### src/rtl/heard_indication_serializer_pkg.sv
// Shared types and header layout for the heard-indication serializer.
// Optional macro HEARD_SER_SEQNUM_EN enables the header sequence number.
package heard_indication_serializer_pkg;

  localparam int NUM_METH_DEF = 10;

  localparam int FIELD_W  = 8;
  localparam int METH_LSB = 0;
  localparam int LEN_LSB  = 16;
  localparam int SEQ_LSB  = 24;

  typedef enum logic [1:0] {
    IDLE,
    HDR,
    PAY
  } ser_state_e;

  typedef struct packed {
    logic [7:0]  meth;
    logic [31:0] v;
  } heard_entry_t;

  localparam int ENTRY_W = $bits(heard_entry_t);

  function automatic logic [31:0] make_header(input logic [7:0] meth,
                                              input logic [7:0] len,
                                              input logic [7:0] seq);
    logic [31:0] h;
    h = '0;
    h[METH_LSB +: FIELD_W] = meth;
    h[LEN_LSB  +: FIELD_W] = len;
    h[SEQ_LSB  +: FIELD_W] = seq;
    return h;
  endfunction

endpackage

### src/rtl/heard_indication_serializer_fifo.sv
// Generic synchronous FIFO with same-cycle push/pop and a look-ahead port
// exposing the entry behind the head. Synchronous active-low reset.
module heard_fifo #(
  parameter int WIDTH = 40,
  parameter int DEPTH = 4
) (
  input  logic                     CLK,
  input  logic                     nRST,
  input  logic                     push,
  input  logic [WIDTH-1:0]         push_data,
  input  logic                     pop,
  output logic [WIDTH-1:0]         head_data,
  output logic [WIDTH-1:0]         next_data,
  output logic                     full,
  output logic                     empty,
  output logic [$clog2(DEPTH):0]   count
);

  localparam int AW = $clog2(DEPTH);
  localparam logic [AW:0] FULL_CNT = (AW+1)'(DEPTH);

  logic [WIDTH-1:0] mem_q [DEPTH];
  logic [AW-1:0]    wr_ptr_q, wr_ptr_d;
  logic [AW-1:0]    rd_ptr_q, rd_ptr_d;
  logic [AW:0]      count_q, count_d;
  logic             do_push, do_pop;

  assign full    = (count_q == FULL_CNT);
  assign empty   = (count_q == '0);
  assign count   = count_q;
  assign do_push = push && !full;
  assign do_pop  = pop && !empty;

  // NOTE: every variable gets a default at the top of always_comb so no path leaves it unassigned (no latch).
  always_comb begin
    wr_ptr_d = wr_ptr_q;
    rd_ptr_d = rd_ptr_q;
    count_d  = count_q;
    if (do_push) wr_ptr_d = wr_ptr_q + AW'(1);
    if (do_pop)  rd_ptr_d = rd_ptr_q + AW'(1);
    case ({do_push, do_pop})
      2'b10:   count_d = count_q + (AW+1)'(1);
      2'b01:   count_d = count_q - (AW+1)'(1);
      default: count_d = count_q;
    endcase
  end

  // NOTE: sequential state uses non-blocking assignments so all flops update together at the edge.
  always_ff @(posedge CLK) begin
    if (!nRST) begin
      wr_ptr_q <= '0;
      rd_ptr_q <= '0;
      count_q  <= '0;
    end else begin
      wr_ptr_q <= wr_ptr_d;
      rd_ptr_q <= rd_ptr_d;
      count_q  <= count_d;
    end
  end

  // NOTE: the storage array is deliberately not reset; pointers and count alone define which entries are valid.
  always_ff @(posedge CLK) begin
    if (do_push) mem_q[wr_ptr_q] <= push_data;
  end

  assign head_data = mem_q[rd_ptr_q];
  assign next_data = mem_q[rd_ptr_q + AW'(1)];

endmodule

### src/rtl/heard_indication_serializer.sv
// Buffers heard(meth, v) indications and emits each as a header+payload pair
// on a 32-bit ENA/RDY stream. Optional macro: HEARD_SER_SEQNUM_EN.
module heard_indication_serializer
  import heard_indication_serializer_pkg::*;
#(
  parameter int DEPTH         = 4,
  parameter int NUM_METH      = NUM_METH_DEF,
  parameter int PAYLOAD_WORDS = 1
) (
  input  logic        CLK,
  input  logic        nRST,
  input  logic        heard__ENA,
  input  logic [31:0] heard_meth,
  input  logic [31:0] heard_v,
  output logic        heard__RDY,
  output logic        msg__ENA,
  output logic [31:0] msg_data,
  input  logic        msg__RDY,
  output logic [15:0] drop_count,
  output logic [31:0] msg_count
);

  localparam int CW = $clog2(DEPTH) + 1;
  localparam logic [7:0] LEN = 8'(PAYLOAD_WORDS);

  heard_entry_t push_entry, head_entry, next_entry, cand_entry;
  logic [CW-1:0] fifo_count;
  logic          fifo_full, fifo_empty;
  logic          meth_ok, accept, push, pop;

  ser_state_e  state_q, state_d;
  logic        msg_ena_q, msg_ena_d;
  logic [31:0] msg_data_q, msg_data_d;
  logic [15:0] drop_q, drop_d;
  logic [31:0] msg_cnt_q, msg_cnt_d;
  logic [7:0]  seq_now, seq_next;

  assign push_entry = '{meth: heard_meth[7:0], v: heard_v};
  assign meth_ok    = (heard_meth < 32'(NUM_METH));
  assign heard__RDY = nRST && !fifo_full;
  assign accept     = heard__ENA && heard__RDY;
  assign push       = accept && meth_ok;
  assign pop        = (state_q == PAY) && msg__RDY;

  heard_fifo #(
    .WIDTH (ENTRY_W),
    .DEPTH (DEPTH)
  ) u_fifo (
    .CLK       (CLK),
    .nRST      (nRST),
    .push      (push),
    .push_data (push_entry),
    .pop       (pop),
    .head_data (head_entry),
    .next_data (next_entry),
    .full      (fifo_full),
    .empty     (fifo_empty),
    .count     (fifo_count)
  );

`ifdef HEARD_SER_SEQNUM_EN
  logic [7:0] seq_q, seq_d;

  assign seq_d    = pop ? seq_q + 8'd1 : seq_q;
  assign seq_now  = seq_q;
  assign seq_next = seq_q + 8'd1;

  always_ff @(posedge CLK) begin
    if (!nRST) seq_q <= '0;
    else       seq_q <= seq_d;
  end
`else
  assign seq_now  = '0;
  assign seq_next = '0;
`endif

  // While leaving PAY the next header comes from the entry behind the head,
  // or from the indication being pushed this cycle if the FIFO drains to it.
  always_comb begin
    cand_entry = head_entry;
    if (state_q == PAY) begin
      cand_entry = (fifo_count > CW'(1)) ? next_entry : push_entry;
    end
  end

  always_comb begin
    state_d    = state_q;
    msg_ena_d  = msg_ena_q;
    msg_data_d = msg_data_q;
    case (state_q)
      IDLE: begin
        if (!fifo_empty) begin
          state_d    = HDR;
          msg_ena_d  = 1'b1;
          msg_data_d = make_header(cand_entry.meth, LEN, seq_now);
        end
      end
      HDR: begin
        if (msg__RDY) begin
          state_d    = PAY;
          msg_data_d = cand_entry.v;
        end
      end
      PAY: begin
        if (msg__RDY) begin
          if (fifo_count > CW'(1) || push) begin
            state_d    = HDR;
            msg_data_d = make_header(cand_entry.meth, LEN, seq_next);
          end else begin
            state_d    = IDLE;
            msg_ena_d  = 1'b0;
            msg_data_d = '0;
          end
        end
      end
      default: begin
        state_d    = IDLE;
        msg_ena_d  = 1'b0;
        msg_data_d = '0;
      end
    endcase
  end

  always_ff @(posedge CLK) begin
    if (!nRST) begin
      state_q    <= IDLE;
      msg_ena_q  <= 1'b0;
      msg_data_q <= '0;
    end else begin
      state_q    <= state_d;
      msg_ena_q  <= msg_ena_d;
      msg_data_q <= msg_data_d;
    end
  end

  always_comb begin
    drop_d = drop_q;
    if (accept && !meth_ok && drop_q != 16'hFFFF) drop_d = drop_q + 16'd1;
    msg_cnt_d = pop ? msg_cnt_q + 32'd1 : msg_cnt_q;
  end

  always_ff @(posedge CLK) begin
    if (!nRST) begin
      drop_q    <= '0;
      msg_cnt_q <= '0;
    end else begin
      drop_q    <= drop_d;
      msg_cnt_q <= msg_cnt_d;
    end
  end

  // Stream outputs are forced quiet for as long as reset is held.
  assign msg__ENA   = nRST && msg_ena_q;
  assign msg_data   = nRST ? msg_data_q : '0;
  assign drop_count = drop_q;
  assign msg_count  = msg_cnt_q;

endmodule
### config.mk
export PLATFORM = sky130hd
export DESIGN_NAME = heard_indication_serializer
export DESIGN_NICKNAME = d
export VERILOG_FILES = /design/src/rtl/heard_indication_serializer_pkg.sv /design/src/rtl/heard_indication_serializer_fifo.sv /design/src/rtl/heard_indication_serializer.sv
export SDC_FILE = /design/constraint.sdc
export NUM_CORES = 1
export LEC_CHECK = 0
export CORE_MARGIN = 5
export CORE_UTILIZATION = 55
export DETAILED_ROUTE_END_ITERATION = 7
export GPL_TIMING_DRIVEN = 1
export HOLD_SLACK_MARGIN = 0.02
export PLACE_DENSITY = 0.81
export SYNTH_ARGS = -nofsm -noshare
export SYNTH_HDL_FRONTEND = slang
export SYNTH_SLANG_ARGS = --single-unit
### constraint.sdc
create_clock -name CLK -period 3.3 [get_ports CLK]
set_input_delay 0.33 -clock CLK [delete_from_list [all_inputs] [get_ports CLK]]
set_output_delay 0.33 -clock CLK [all_outputs]
set_load 0.02 [all_outputs]
# Word-level counts from Yosys, hierarchy flattened
# Memory sizes are Yosys's and may differ from the RTL's. A register that Yosys moved wholly into a read port is not among the register bits.
# Index checks and enable logic that the tools add are counted.
# totals
ff_bits	90
mem_bits_rw	160
elab_cells	68
memories	1
# op_classes
addsub	6
magnitude_cmp	2
n_eq_ne	10
muxes	22
bitwise	1
reduce_logical	18
# memory_table
name	depth	width	rd	rd_clocked_by_memory_dff	wr	line_no	rtl
u_fifo.mem_q	4	40	2	1	1	heard_indication_serializer_fifo.sv:22	logic [WIDTH-1:0] mem_q [DEPTH];
# ops
cell	count
$mux 32	4
$pmux 32 s3	1
$mux 40	2
$add 32x1->32 const B	1
$lt 32x4->1 const B	1
$mux 17	1
$add 16x1->16 const B	1
$ne 16x16->1 const B	1
$mux 2	5
$logic_and 1x1->1	9
$ne 2x2->1 const B	4
$mux 1	6
$pmux 2 s3	1
$pmux 3 s2	1
$add 2x1->2 const B	2
$eq 2x1->1 const B	2
$eq 2x2->1 const B	2
$reduce_and 4->1	1
$add 3x1->3 const B	1
$eq 3x3->1 const B	1
$gt 3x1->1 const B	1
$logic_not 1->1	3
$logic_not 3->1	1
$pmux 1 s3	1
6 further kinds	6

# Depth between registers and ports, before layout
# logic_depth
ltp_word	9
ltp_mapped	10

# Hierarchy
# From an unflattened synthesis, not the netlist that was laid out.
# unflattened
cells_unflattened	780
hier_area_um2	11337.1
# modules_own_cells
module	instances	cells_each	area_each_um2
heard_fifo	1	312	7262.0
heard_indication_serializer	1	468	4075.2

# Worst setup path after synthesis
# No wires, ideal clock.
# synth_timing
path_kind	register to register
from	reg u_fifo.count_q[0], in the netlist u_fifo.count[0]
to	mem u_fifo.mem_q[1][0] (enable)
setup_time_ps	401
arrival_ps	2427
required_ps	2899
path_slack_ps	471
path_stages_with_launch	7
period_less_slack_ps	2829
path_cell_list	dfxtp_1 > inv_1 > ha_1 > a21boi_4 > nand2_4 > nor3_4 > and2_1
# synth_via
elab_chain_len	8
# synth_lines
item	line_no	rtl
from (decl)	heard_indication_serializer_fifo.sv:25	logic [AW:0] count_q, count_d;
from (signal assigned)	heard_indication_serializer_fifo.sv:57	count_q <= count_d;
$eq 3x3->1	heard_indication_serializer_fifo.sv:28	assign full = (count_q == FULL_CNT);
$logic_not 1->1	heard_indication_serializer.sv:40	assign heard__RDY = nRST && !fifo_full;
$logic_and 1x1->1	heard_indication_serializer.sv:40	
net heard__RDY	heard_indication_serializer.sv:15	output logic heard__RDY,
$logic_and 1x1->1	heard_indication_serializer.sv:41	assign accept = heard__ENA && heard__RDY;
$logic_and 1x1->1	heard_indication_serializer.sv:42	assign push = accept && meth_ok;
$logic_and 1x1->1	heard_indication_serializer_fifo.sv:31	assign do_push = push && !full;
$mux 1	heard_indication_serializer_fifo.sv:63	if (do_push) mem_q[wr_ptr_q] <= push_data;
$mux 1 (implied by the code)	heard_indication_serializer_fifo.sv:63	
to (decl)	heard_indication_serializer_fifo.sv:22	
# The timed path passes the listed nets, and every way through them passes these cells.

# Worst setup path in the final report
# layout_timing
from	in nRST
to	out msg_data[16]
# layout_via
elab_chain_len	1
# layout_lines
item	line_no	rtl
from (decl)	heard_indication_serializer.sv:11	input logic nRST,
$mux 32	heard_indication_serializer.sv:154	assign msg_data = nRST ? msg_data_q : '0;
to (decl)	heard_indication_serializer.sv:17	output logic [31:0] msg_data,
# Every way passes these cells.

==> reports/summary.json <==
{
  "outcome": "complete, no violations",
  "critPathKind": "in2out",
  "synth-seq-cells": 252,
  "cp-start-kind": "primary input",
  "layout_setup_ws_ns": 0.749,
  "maximum_number_of_pins_on_one_net_before_global_route_repair": 43,
  "worst_clock_skew_ns": 0.0101,
  "met3RoutedLength_um": 1760,
  "critical_path.max_fanout": 42,
  "synth_edf_count": 160,
  "cts_setup_buffers": 0,
  "top_level_ports": 150,
  "cts_sinks": 252,
  "first_global_vias": 7009,
  "yosys.cell_types.count": 54,
  "fin_total_pwr_mw": 6.55,
  "post_cts_resized": 0,
  "coreArea_mm2": 0.0188,
  "floorplan.initialDensity_pct": 56.3,
  "h-tree-depth": 1,
  "crit_arrival_ns": 2.22,
  "ys_warn_count": 0,
  "power_per_cell_area_mw_per_mm2": 493,
  "synth_area_per_cell_um2": 13.9,
  "synthesis.nets": 844,
  "postCtsHoldBufs": 0,
  "irDropWorstVdd_mv": 0.494,
  "route.detailed.wl_per_inst_um": 19.8,
  "hold_path_startpoint": "heard_v[10]",
  "synth_sequential_area_ratio_pct": 62.7,
  "dominantRegCellSynth": "edfxtp_1",
  "die-area_mm2": 0.0221,
  "crit_chain": "clkdlybuf4s50_1 -> buf_4 -> and2_1 -> clkdlybuf4s50_1",
  "place_ws_ns": 0.411,
  "cts-root-to-sink-buffers": 3,
  "syn_inst": 765,
  "clk_latency_ns": 0.52,
  "critical_path_buf_inv_count": 3,
  "detailroute.via_count": 6992,
  "fillCellCount": 1261,
  "groute.usage.overall_pct": 21.3,
  "path_delay_family": "buffers and inverters",
  "max_stage_delay_ns": 0.64,
  "critical_path_required_ns": 2.97,
  "path_common_cell": "clkdlybuf4s50_1",
  "layout.nets": 994,
  "detailedRoute.firstPassIterationCount": 4,
  "grt_first_pass_wirelength_um": 37400,
  "final_hold_viol_count": 0,
  "drive_gt1_share_pct": 13.9,
  "top_signal_layer_used": "met4",
  "max_slew_margin_pct": 54.9,
  "finalMaxSlewViolations": 0,
  "startpoint": "nRST",
  "remaining_drc_errors": 0,
  "detailed_router_s_first_iteration_violation_count": 447,
  "grt.overflow.total": 0,
  "leak_pwr_nw": 4.28,
  "clk_pin_slew_ns": 0.06,
  "die_h_um": 149,
  "buffer_ports.inserted": 149,
  "flow.area_growth_from_synthesis_pct": 25.5,
  "cts_made_buffers": 25,
  "cts-root-buf": "clkbuf_16",
  "antenna_found_initial": 0,
  "drv_cap": 0,
  "async_reset_ff_share_pct": 0,
  "hpwl_um": 15700,
  "clock.fmax_mhz": 392,
  "final.setup.tns_ns": 0,
  "std_cell_rows": 50,
  "final-setup-viol-count": 0,
  "drt-total-wl_um": 23700,
  "timing.final.crit_share_pct": 77.3,
  "met1_length_um": 9620,
  "antenna-diode-count": 0,
  "place_congestion": 0.839,
  "worst_r2r_src": "u_fifo.count[0]$_SDFFE_PN0P_",
  "synthesized_area_mm2": 0.0106,
  "route.met2.wl_um": 11600,
  "dr_vias_cell": 5.86,
  "setup_repair_after_global_routing_missed_its_margin": "no",
  "worst_setup_path_end_kind": "output pin",
  "fin_crit_ns": 2.55,
  "worst_path_slowest_cell": "clkdlybuf4s50_1",
  "detail-route-antenna-nets": 0,
  "cts_tree": "yes",
  "hp-class": "in2reg",
  "worst-slew-pin-transition_ns": 0.675,
  "die_x_um": 149
}
[cell usage in the layout, fill, tap and decap left out, types with 5 or more instances in the layout]
master,instances
and2_1,35
clkinv_1,5
ha_1,11
bufinv_16,6
nor2b_1,15
xor2_1,9
o31ai_1,13
clkbuf_16,25
or4_1,9
clkdlybuf4s50_1,149
a21oi_1,30
nor4_1,18
edfxtp_1,160
nand4_1,12
a211oi_1,13
and3_1,14
inv_1,13
o21ai_0,18
and4_1,8
nand2_1,29
xnor2_1,23
nor2_1,52
nand3_1,22
or3_1,7
buf_4,18
mux4_2,48
a32o_1,15
nor3_1,9
dfxtp_1,90
[cell usage after synthesis (2+ instances only)]
master | number | area (µm²)
o32ai_1 | 4 | 35.0
o41ai_1 | 2 | 17.5
mux4_2 | 48 | 1080
and2_1 | 39 | 244
nand3_2 | 2 | 20.0
a211oi_1 | 13 | 97.6
nand2b_1 | 2 | 12.5
or2_2 | 2 | 12.5
a32o_1 | 15 | 150
buf_4 | 2 | 15.0
or3b_2 | 2 | 17.5
mux2i_1 | 3 | 30.0
and3_1 | 14 | 87.6
buf_1 | 3 | 11.3
inv_1 | 14 | 52.6
or4_1 | 9 | 67.6
clkbuf_1 | 27 | 101
nand2_1 | 29 | 109
buf_2 | 15 | 75.1
a21oi_1 | 30 | 150
edfxtp_1 | 160 | 4800
o21a_1 | 2 | 15.0
nand3_1 | 22 | 110
dfxtp_1 | 92 | 1840
o311ai_0 | 2 | 17.5
xnor2_1 | 23 | 201
ha_1 | 11 | 138
xor2_1 | 9 | 78.8
nor2_1 | 52 | 195
or3_1 | 7 | 43.8
nor2b_1 | 15 | 93.8
nor4_1 | 18 | 113
nand4_1 | 12 | 75.1
o31ai_1 | 13 | 97.6
o21ai_0 | 18 | 90.1
and4_1 | 8 | 70.1
nor3_1 | 9 | 45.0
[registers in the layout (all words and copies together), names as in the netlist, named ones only]
signal / count
u_fifo.count: 3
state_q: 2
drop_count: 16
msg_count: 32
msg_data_q: 32
msg_ena_q: 1
u_fifo.rd_ptr_q: 2
u_fifo.wr_ptr_q: 2
u_fifo.mem_q: 160
[final timing paths]
path                                        end  slack, ns  depth (start not counted)
setup / recovery                   msg_data[16]       0.75                          4
hold / removal    u_fifo.mem_q[1][10]$_DFFE_PP_       0.45                          1
setup reg to reg   u_fifo.count[2]$_SDFFE_PN0P_       0.86                          9
hold reg to reg       msg_count[1]$_SDFFE_PN0P_       0.49                          2
[power by group]
| part | internal [mW] | leakage, nW | total, mW | switching (mW) |
|---|---|---|---|---|
| Sequential | 3.35 | 2.18 | 3.35 | 0.00342 |
| Clock | 1.86 | 0.428 | 3.02 | 1.16 |
| Combinational | 0.0903 | 1.68 | 0.179 | 0.0890 |
| Total | 5.30 | 4.28 | 6.55 | 1.25 |
[cell type report]
| cell class | count | area (µm²) | share of cell area (%) |
|---|---|---|---|
| inverter | 14 | 52.6 | 0.395 |
| clock inverter | 17 | 240 | 1.81 |
| multi-input combinational | 451 | 3690 | 27.7 |
| timing repair buffer | 171 | 1710 | 12.8 |
| sequential | 252 | 6650 | 50.0 |
| tap | 260 | 325 | 2.45 |
| clock buffer | 29 | 641 | 4.82 |
[metrics by stage]
step | hold slack, ns | cell area (µm²) | instances | utilization (%)
3_3_place_gp | 0.474 | 12400 | 1148 | 66.0
2_1_floorplan | 0.429 | 10600 | 765 | -
4_1_cts | 0.430 | 13300 | 1194 | 70.6
3_5_place_dp | 0.473 | 12400 | 1148 | 66.0
6_report | 0.454 | 13300 | 1194 | 70.6
5_1_grt | 0.454 | 13300 | 1194 | 70.6
[cells by family after synthesis]
family | Yosys count | share of synthesized area, %
compound gates | 108 | 7.25
xor+xnor | 32 | 2.64
fa+ha+maj | 11 | 1.30
buf+inv | 62 | 2.52
flops | 252 | 62.7
mux | 52 | 10.6
simple gates | 248 | 13.0
[worst register-to-register path, cell delays in order, from the launching register on]
cell      delay (ns)
dfxtp_1         0.43
inv_1           0.09
ha_1            0.25
a21boi_4        0.22
nand2_4         0.12
nor3_4          0.30
inv_1           0.08
ha_1            0.35
or3_1           0.39
a21oi_1         0.14
[routing by layer]
layer  global-route usage (%)  vias up
li1                         -     3244
met1                     28.3     3418
met2                     36.1      288
met3                     4.35       42
met4                     5.90        0
met5                        0        -
(Power assumes the default switching activity.)
